[src/rtl/dac_sched_pkg.sv]
// Shared types for the DAC source scheduler: FSM state encoding and counter width.
package dac_sched_pkg;

   localparam int CNT_W = 16;

   typedef enum logic [1:0] {
      ST_IDLE   = 2'd0,
      ST_SETTLE = 2'd1,
      ST_STREAM = 2'd2,
      ST_DRAIN  = 2'd3
   } sched_state_t;

endpackage

[src/rtl/dac_src_sched.sv]
// Arbitrates two accelerators onto one DAC sample path with settle and drain guard times.
// Optional round-robin tie-break when DAC_SRC_SCHED_RR_EN is defined (fixed priority to 0 otherwise).
//
// state     | meaning
// ----------+-----------------------------------------------------------
// ST_IDLE   | path released; arbitrates as soon as any request is seen
// ST_SETTLE | src_sel/ant_flag driven, waiting for the analog path to settle
// ST_STREAM | winner owns the path; samples forwarded with zero latency
// ST_DRAIN  | burst over; path held until the DAC FIFO has emptied
module dac_src_sched
   import dac_sched_pkg::*;
#(
   parameter int IQ_DATA_WIDTH = 16,
   parameter int SETTLE_CYCLES = 8,
   parameter int DRAIN_CYCLES  = 64
) (
   input  logic                       acc_clk,
   input  logic                       acc_rstn,
   input  logic                       req0,
   input  logic                       req1,
   input  logic                       ant0,
   input  logic                       ant1,
   input  logic [2*IQ_DATA_WIDTH-1:0] data0,
   input  logic [2*IQ_DATA_WIDTH-1:0] data1,
   input  logic                       valid0,
   input  logic                       valid1,
   input  logic                       last0,
   input  logic                       last1,
   output logic                       ready0,
   output logic                       ready1,
   output logic                       grant0,
   output logic                       grant1,
   output logic                       src_sel,
   output logic                       ant_flag,
   output logic [2*IQ_DATA_WIDTH-1:0] data_to_dac,
   output logic                       valid_to_dac,
   input  logic                       fulln_from_dac,
   output logic                       busy,
   output logic [CNT_W-1:0]           sample_cnt,
   output logic [CNT_W-1:0]           drop_cnt
);

   localparam logic [CNT_W-1:0] SETTLE_LOAD = CNT_W'(SETTLE_CYCLES - 1);
   localparam logic [CNT_W-1:0] DRAIN_LOAD  = CNT_W'(DRAIN_CYCLES - 1);

   sched_state_t state, state_nxt;
   logic [CNT_W-1:0] cnt, cnt_nxt, sample_cnt_nxt, drop_cnt_nxt;
   logic win, win_nxt, src_sel_nxt, ant_flag_nxt;
   logic arb_win, req_w, valid_w, last_w, accept;
   logic [2*IQ_DATA_WIDTH-1:0] data_w;

   assign req_w   = win ? req1   : req0;
   assign valid_w = win ? valid1 : valid0;
   assign last_w  = win ? last1  : last0;
   assign data_w  = win ? data1  : data0;
   assign accept  = (state == ST_STREAM) && valid_w && fulln_from_dac;
   assign busy    = (state != ST_IDLE);

`ifdef DAC_SRC_SCHED_RR_EN
   logic last_win;

   // Resets to 1 so requester 0 takes the first tie.
   always_ff @(posedge acc_clk or negedge acc_rstn) begin
      if (!acc_rstn)
         last_win <= 1'b1;
      else if (state == ST_IDLE && (req0 || req1))
         last_win <= arb_win;
   end

   assign arb_win = (req0 && req1) ? ~last_win : (req1 && !req0);
`else
   assign arb_win = req1 && !req0;
`endif

   always_comb begin
      state_nxt      = state;
      cnt_nxt        = cnt;
      win_nxt        = win;
      src_sel_nxt    = src_sel;
      ant_flag_nxt   = ant_flag;
      sample_cnt_nxt = sample_cnt;
      drop_cnt_nxt   = drop_cnt;
      grant0         = 1'b0;
      grant1         = 1'b0;
      ready0         = 1'b0;
      ready1         = 1'b0;
      valid_to_dac   = 1'b0;
      data_to_dac    = '0;
      case (state)
         ST_IDLE: begin
            if (req0 || req1) begin
               win_nxt        = arb_win;
               ant_flag_nxt   = arb_win ? ant1 : ant0;
               src_sel_nxt    = 1'b1;
               cnt_nxt        = SETTLE_LOAD;
               sample_cnt_nxt = '0;
               state_nxt      = ST_SETTLE;
            end
         end
         ST_SETTLE: begin
            if (cnt == '0)
               state_nxt = ST_STREAM;
            else
               cnt_nxt = cnt - 1'b1;
         end
         ST_STREAM: begin
            grant0       = ~win;
            grant1       = win;
            ready0       = ~win & fulln_from_dac;
            ready1       = win & fulln_from_dac;
            valid_to_dac = valid_w & fulln_from_dac;
            data_to_dac  = data_w;
            if (accept && sample_cnt != '1)
               sample_cnt_nxt = sample_cnt + 1'b1;
            if (valid_w && !fulln_from_dac && drop_cnt != '1)
               drop_cnt_nxt = drop_cnt + 1'b1;
            // A dropped request aborts the burst but still drains the FIFO.
            if ((accept && last_w) || !req_w) begin
               cnt_nxt   = DRAIN_LOAD;
               state_nxt = ST_DRAIN;
            end
         end
         ST_DRAIN: begin
            if (cnt == '0) begin
               src_sel_nxt  = 1'b0;
               ant_flag_nxt = 1'b0;
               state_nxt    = ST_IDLE;
            end else begin
               cnt_nxt = cnt - 1'b1;
            end
         end
         default: state_nxt = ST_IDLE;
      endcase
   end

   always_ff @(posedge acc_clk or negedge acc_rstn) begin
      if (!acc_rstn) begin
         state      <= ST_IDLE;
         cnt        <= '0;
         win        <= 1'b0;
         src_sel    <= 1'b0;
         ant_flag   <= 1'b0;
         sample_cnt <= '0;
         drop_cnt   <= '0;
      end else begin
         state      <= state_nxt;
         cnt        <= cnt_nxt;
         win        <= win_nxt;
         src_sel    <= src_sel_nxt;
         ant_flag   <= ant_flag_nxt;
         sample_cnt <= sample_cnt_nxt;
         drop_cnt   <= drop_cnt_nxt;
      end
   end

endmodule

[config.mk]
export PLATFORM = sky130hd
export DESIGN_NAME = dac_src_sched
export DESIGN_NICKNAME = d
export VERILOG_FILES = /design/src/rtl/dac_sched_pkg.sv /design/src/rtl/dac_src_sched.sv
export SDC_FILE = /design/constraint.sdc
export NUM_CORES = 1
export LEC_CHECK = 0
export ABC_CLOCK_PERIOD_IN_PS = 7670
export CORE_ASPECT_RATIO = 1.25
export CORE_MARGIN = 8
export CORE_UTILIZATION = 48
export CTS_BUF_LIST = sky130_fd_sc_hd__clkbuf_4
export DETAILED_ROUTE_END_ITERATION = 16
export PLACE_DENSITY_LB_ADDON = 0.3
export SETUP_SLACK_MARGIN = 0.5
export SKIP_CTS_REPAIR_TIMING = 1
export SLEW_MARGIN = 20
export SYNTH_ARGS = -nofsm -noshare
export SYNTH_HDL_FRONTEND = slang
export SYNTH_SLANG_ARGS = --single-unit
[constraint.sdc]
create_clock -name acc_clk -period 7.67 [get_ports acc_clk]
set_input_delay 0.767 -clock acc_clk [delete_from_list [all_inputs] [get_ports acc_clk]]
set_output_delay 0.767 -clock acc_clk [all_outputs]
set_load 0.02 [all_outputs]
Yosys cells after proc, flatten, opt, wreduce, memory -nomap -nowiden --
Cells that the tools add are included.
Storage, ports and cells: input bits 75, logic and storage cells 77, register bits after elaboration 53
Cells by class: reductions and logical operators 24, multiplexer cells 28, add/subtract/negate cells 3, bitwise gates (word level) 4, eq/ne operators 11
Operators with widths (count):
- $mux W16 | 5
- $mux W32 | 2
- $pmux W16 S3 | 1
- $add A16 B1 Y16 const B | 2
- $ne A16 B16 Y1 const B | 2
- $pmux W16 S2 | 1
- $logic_not A16 Y1 | 1
- $sub A16 B1 Y16 const B | 1
- $mux W1 | 12
- $reduce_and A3 Y1 | 3
- $mux W2 | 4
- $ne A2 B2 Y1 const B | 4
- $pmux W2 S4 | 1
- $logic_and A1 B1 Y1 | 7
- $reduce_bool A2 Y1 | 3
- $eq A2 B2 Y1 const B | 2
- $ne A2 B1 Y1 const B | 2
- $pmux W1 S2 | 2
- $reduce_and A2 Y1 | 2
- $reduce_and A4 Y1 | 1
- $and A1 B1 Y1 | 3
- $logic_not A1 Y1 | 3
- $eq A2 B1 Y1 const B | 1
- $logic_not A2 Y1 | 1
- other kinds (3) | 4

Logic depth before layout (Yosys ltp) --
depth in word-level cells 7, gate-level depth with buffers 10

Worst setup path after synthesis --
OpenSTA, ideal clock, no wires.
path kind reg2reg, start point register state[0], end point register cnt[14], path buffers 2, data arrival time 2.604 ns, stages on the path, launching flop included 10, clock period less this slack 2.691 ns, path slack 4.979 ns, path through dfrtp_1 > clkbuf_1 > inv_1 > ha_1 > buf_2 > nand2_1 > o311a_4 > or4_4 > or4_1 > a22oi_1
Between the ends: word-level cells in the longest chain between the ends 7, elaborated cells on any way between the ends 14
RTL lines:
- from (decl) | RTL line dac_src_sched.sv:46 | sched_state_t state, state_nxt;
- from (signal assigned) | RTL line dac_src_sched.sv:146 | state <= state_nxt;
- $eq A2 B2 Y1 | RTL line dac_src_sched.sv:56, dac_src_sched.sv:89
- $logic_and A1 B1 Y1 (2 in a row) | RTL line dac_src_sched.sv:56 | assign accept = (state == ST_STREAM) && valid_w && fulln_from_dac;
- $logic_and A1 B1 Y1 | RTL line dac_src_sched.sv:118 | if ((accept && last_w) || !req_w) begin
- $logic_or A1 B1 Y1 | RTL line dac_src_sched.sv:118
- $ne A2 B1 Y1 (no source line)
- $reduce_and A3 Y1 (no source line)
- to (signal assigned) | RTL line dac_src_sched.sv:147 | cnt <= cnt_nxt;
- to (decl) | RTL line dac_src_sched.sv:47 | logic [CNT_W-1:0] cnt, cnt_nxt, sample_cnt_nxt, drop_cnt_nxt;
Parallel ways exist; a longest one is shown, timed or not. A chain may end at the register's enable or synchronous reset.

Worst setup path after layout --
start point register win, end point output port valid_to_dac
Between the ends: word-level cells in the longest chain between the ends 3
RTL lines:
- from (decl) | RTL line dac_src_sched.sv:48 | logic win, win_nxt, src_sel_nxt, ant_flag_nxt;
- from (signal assigned) | RTL line dac_src_sched.sv:148 | win <= win_nxt;
- $mux W1 | RTL line dac_src_sched.sv:53 | assign valid_w = win ? valid1 : valid0;
- $and A1 B1 Y1 | RTL line dac_src_sched.sv:111 | valid_to_dac = valid_w & fulln_from_dac;
- $mux W1 | RTL line dac_src_sched.sv:89 | case (state)
- to (decl) | RTL line dac_src_sched.sv:36 | output logic valid_to_dac,
Every way passes these cells.

==> impl_metrics.csv <==
group,metric,value,unit
layout,syn_to_final_growth,45.5,%
place,port_buffers,146,
clocking,cts_inserted_buffers,5,
sta,worstMarginPinSlew,1050,ps
clocking,cts_max_path_buffers,2,
routing,first_pass_iters,5,
clocking,path_clk_slew,160,ps
pwr,swShare,0.222,
layout,drive_above_1_share,0.0401,
clocking,htreeDepth,2,
sta,fin_crit,3370,ps
pwr,total_power,0.463,mW
pwr,ir_drop,117,uV
critical_path,startpoint_type,"register",
routing,initialDrtViolationCount,238,
global_routing,antenna_found_initial,0,
sta,relSlewSlack,0.300,
pwr,power_density,91.4,mW/mm2
synth,synth_edf_count,0,
routing,avgRoutedWirePerCell,17.8,um
routing,via_count,3441,
critical_path,required,6900,ps
global_routing,grt_pass1_vias,3168,
synth,yosys_most_used_dff,"dfrtp_1",
run,cap_violations,0,
pwr,cellLeakagePower,1.91,nW
place,place_hpwl,8780,um
routing,post-route-drc-count,0,
critical_path,critPathKind,"reg -> out",
synth,yosysWarnings,0,
sta,finalHoldViolCount,0,
floorplan,ios,147,
pwr,p_int,0.361,mW
critical_path,cp_slowest_cell,"dfrtp_2",
critical_path,critPathBufInv,1,
clocking,cts_tree,"yes",
sta,fin_setup_tns,0,ps
layout,final_cell_mix,"145 x clkdlybuf4s50_1, 52 x dfrtp_1, 37 x nor2b_1, 35 x mux2i_1, 30 x nor2_1",
routing,antenna_left,0,
critical_path,crit_family,"flip-flops",
global_routing,grt_pass1_wl,17000,um
sta,finalCritPeriodShare,0.439,
run_status,status,"complete, no violations",
floorplan,die_y,111,um
synth,netlist_area,0.00349,mm2
layout,fill_cells,540,
floorplan,row_count,34,
sta,whs,479,ps
layout,n_antenna_cell,0,
global_routing,grt_start_max_net_pins,54,
critical_path,worstPathArrival,2600,ps
critical_path,crit_fanout,40,
sta,rsz0062_at_grt,"false",
synth,syn_inst,384,
global_routing,grt.total_usage,0.204,
clocking,cts.sinks,53,
pwr,pwr-share-comb,0.116,
global_routing,overflow,0,
pwr,power_switching,0.103,mW
floorplan,start_util,0.497,
synth,syn_nets,466,
routing,totalWireLength,10900,um
pwr,clkPwrFrac,0.280,
critical_path,path_cells,"mux2i_2 > nor2_1 > clkdlybuf4s50_1",
clocking,cts_root_buf,"clkbuf_4",
layout,final_nets,605,
sta,finalSetupViolations,0,
sta,fmax,297,MHz
layout,finish.utilization,0.722,
floorplan,dieArea,0.0103,mm2
sta,slew_violations,0,
synth,avgSynthCellArea,9.08,um2
floorplan,die_w,92.2,um
critical_path,end_kind,"primary output",
sta,finalClockSkew,22.1,ps
synth,async_flop_share,1.00,
layout,layout_commonest_cell,"clkdlybuf4s50_1",
critical_path,slowest_delay,1090,ps
synth,ys_types,47,
place,gp_congestion,0.897,
floorplan,core,0.00702,mm2
routing,vias_per_cell,5.60,
clocking,clock_latency,380,ps
synth,synth-seq-cells,53,
synth,synth_seq_area_share,0.380,
pwr,power_frac_seq,0.604,
worst_hold_path,hold_path.class,"in -> async",
-- cell usage after synthesis, types with 4 or more instances --
library cell,count,area share
dfrtp_1,53,0.38
nor2b_1,37,0.066
mux2i_1,35,0.10
nor2_1,30,0.032
o21ai_0,25,0.036
nand2_1,21,0.023
a21oi_1,19,0.027
clkbuf_1,14,0.015
xnor2_1,14,0.035
nand4_1,13,0.023
nand3_1,12,0.017
nor3_1,12,0.017
or3_1,10,0.018
inv_1,8,0.0086
xor2_1,8,0.020
ha_1,7,0.025
and3_1,6,0.011
nor4_1,5,0.0090
o211ai_1,5,0.011
nand2b_1,4,0.0072
o31ai_1,4,0.0086
or4_1,4,0.0086
-- power groups by stage --
stage | registers, mW | logic, mW | clock network (mW)
finish | 0.280 | 0.0537 | 0.130
global route | 0.280 | 0.0580 | 0.142
CTS | 0.280 | 0.0545 | 0.132
detailed placement | 0.285 | 0.0544 | 0
global placement | 0.285 | 0.0530 | 0
floorplan | 0.286 | 0.00745 | 0
-- worst paths after layout --
path / slack (ps) / endpoint / cells past startpoint / from
max: 4300 / valid_to_dac / 3 / win$_DFFE_PN0P_
min: 480 / sample_cnt[11]$_DFFE_PN0P_ / 2 / acc_rstn
max reg2reg: 4630 / sample_cnt[7]$_DFFE_PN0P_ / 7 / state[0]$_DFFE_PN0P_
min reg2reg: 510 / drop_cnt[7]$_DFFE_PN0P_ / 1 / drop_cnt[7]$_DFFE_PN0P_
max in group asynchronous: 6700 / win$_DFFE_PN0P_ / 2 / acc_rstn
min in group acc_clk: 510 / drop_cnt[7]$_DFFE_PN0P_ / 1 / drop_cnt[7]$_DFFE_PN0P_
-- kinds of logic (layout without fill, tap and decap cells) --
logic type	Yosys count	after routing	share of synthesized area
simple gates	162	162	0.252
compound gates	75	75	0.143
flops	53	53	0.380
mux	39	39	0.114
buf+inv	26	166	0.0302
xor+xnor	22	22	0.0553
fa+ha+maj	7	7	0.0251
-- state kept, by name, summed over array words and instances, names as in the netlist --
signal	count
ant_flag	1
cnt	16
drop_cnt	16
sample_cnt	16
src_sel	1
state	2
win	1
-- final cells by class --
cell class / count / area, um2 / share of cell area
Tap cell: 90 / 113 / 0.0222
Multi-Input combinational cell: 305 / 2050 / 0.405
Clock inverter: 1 / 7.51 / 0.00148
Sequential cell: 53 / 1330 / 0.262
Inverter: 8 / 30.0 / 0.00592
Timing Repair Buffer: 150 / 1490 / 0.293
Clock buffer: 7 / 52.6 / 0.0104
-- stage by stage --
step | setup slack [ps] | instance area (um2) | std cells
floorplan | 4980 | 3490 | 384
global placement | 4610 | 5010 | 606
detailed placement | 4560 | 5010 | 606
CTS | 4280 | 5070 | 614
global route | 4090 | 5070 | 614
finish | 4300 | 5070 | 614
-- layer usage --
metal,up-vias,share of wire,track usage
li1,1671,-,-
met1,1624,0.41,0.230
met2,137,0.51,0.374
met3,9,0.064,0.0474
met4,0,0.014,0.0453
met5,-,0,0
-- worst reg2reg max path, stage by stage (launching register included) --
cell and delay, ps:
dfrtp_1 530, inv_1 250, ha_1 440, nor3b_1 830, a2111oi_4 200, o21ai_1 420
o21ai_0 190, a21oi_1 150
No activity file was read; power rests on OpenSTA's default activity.
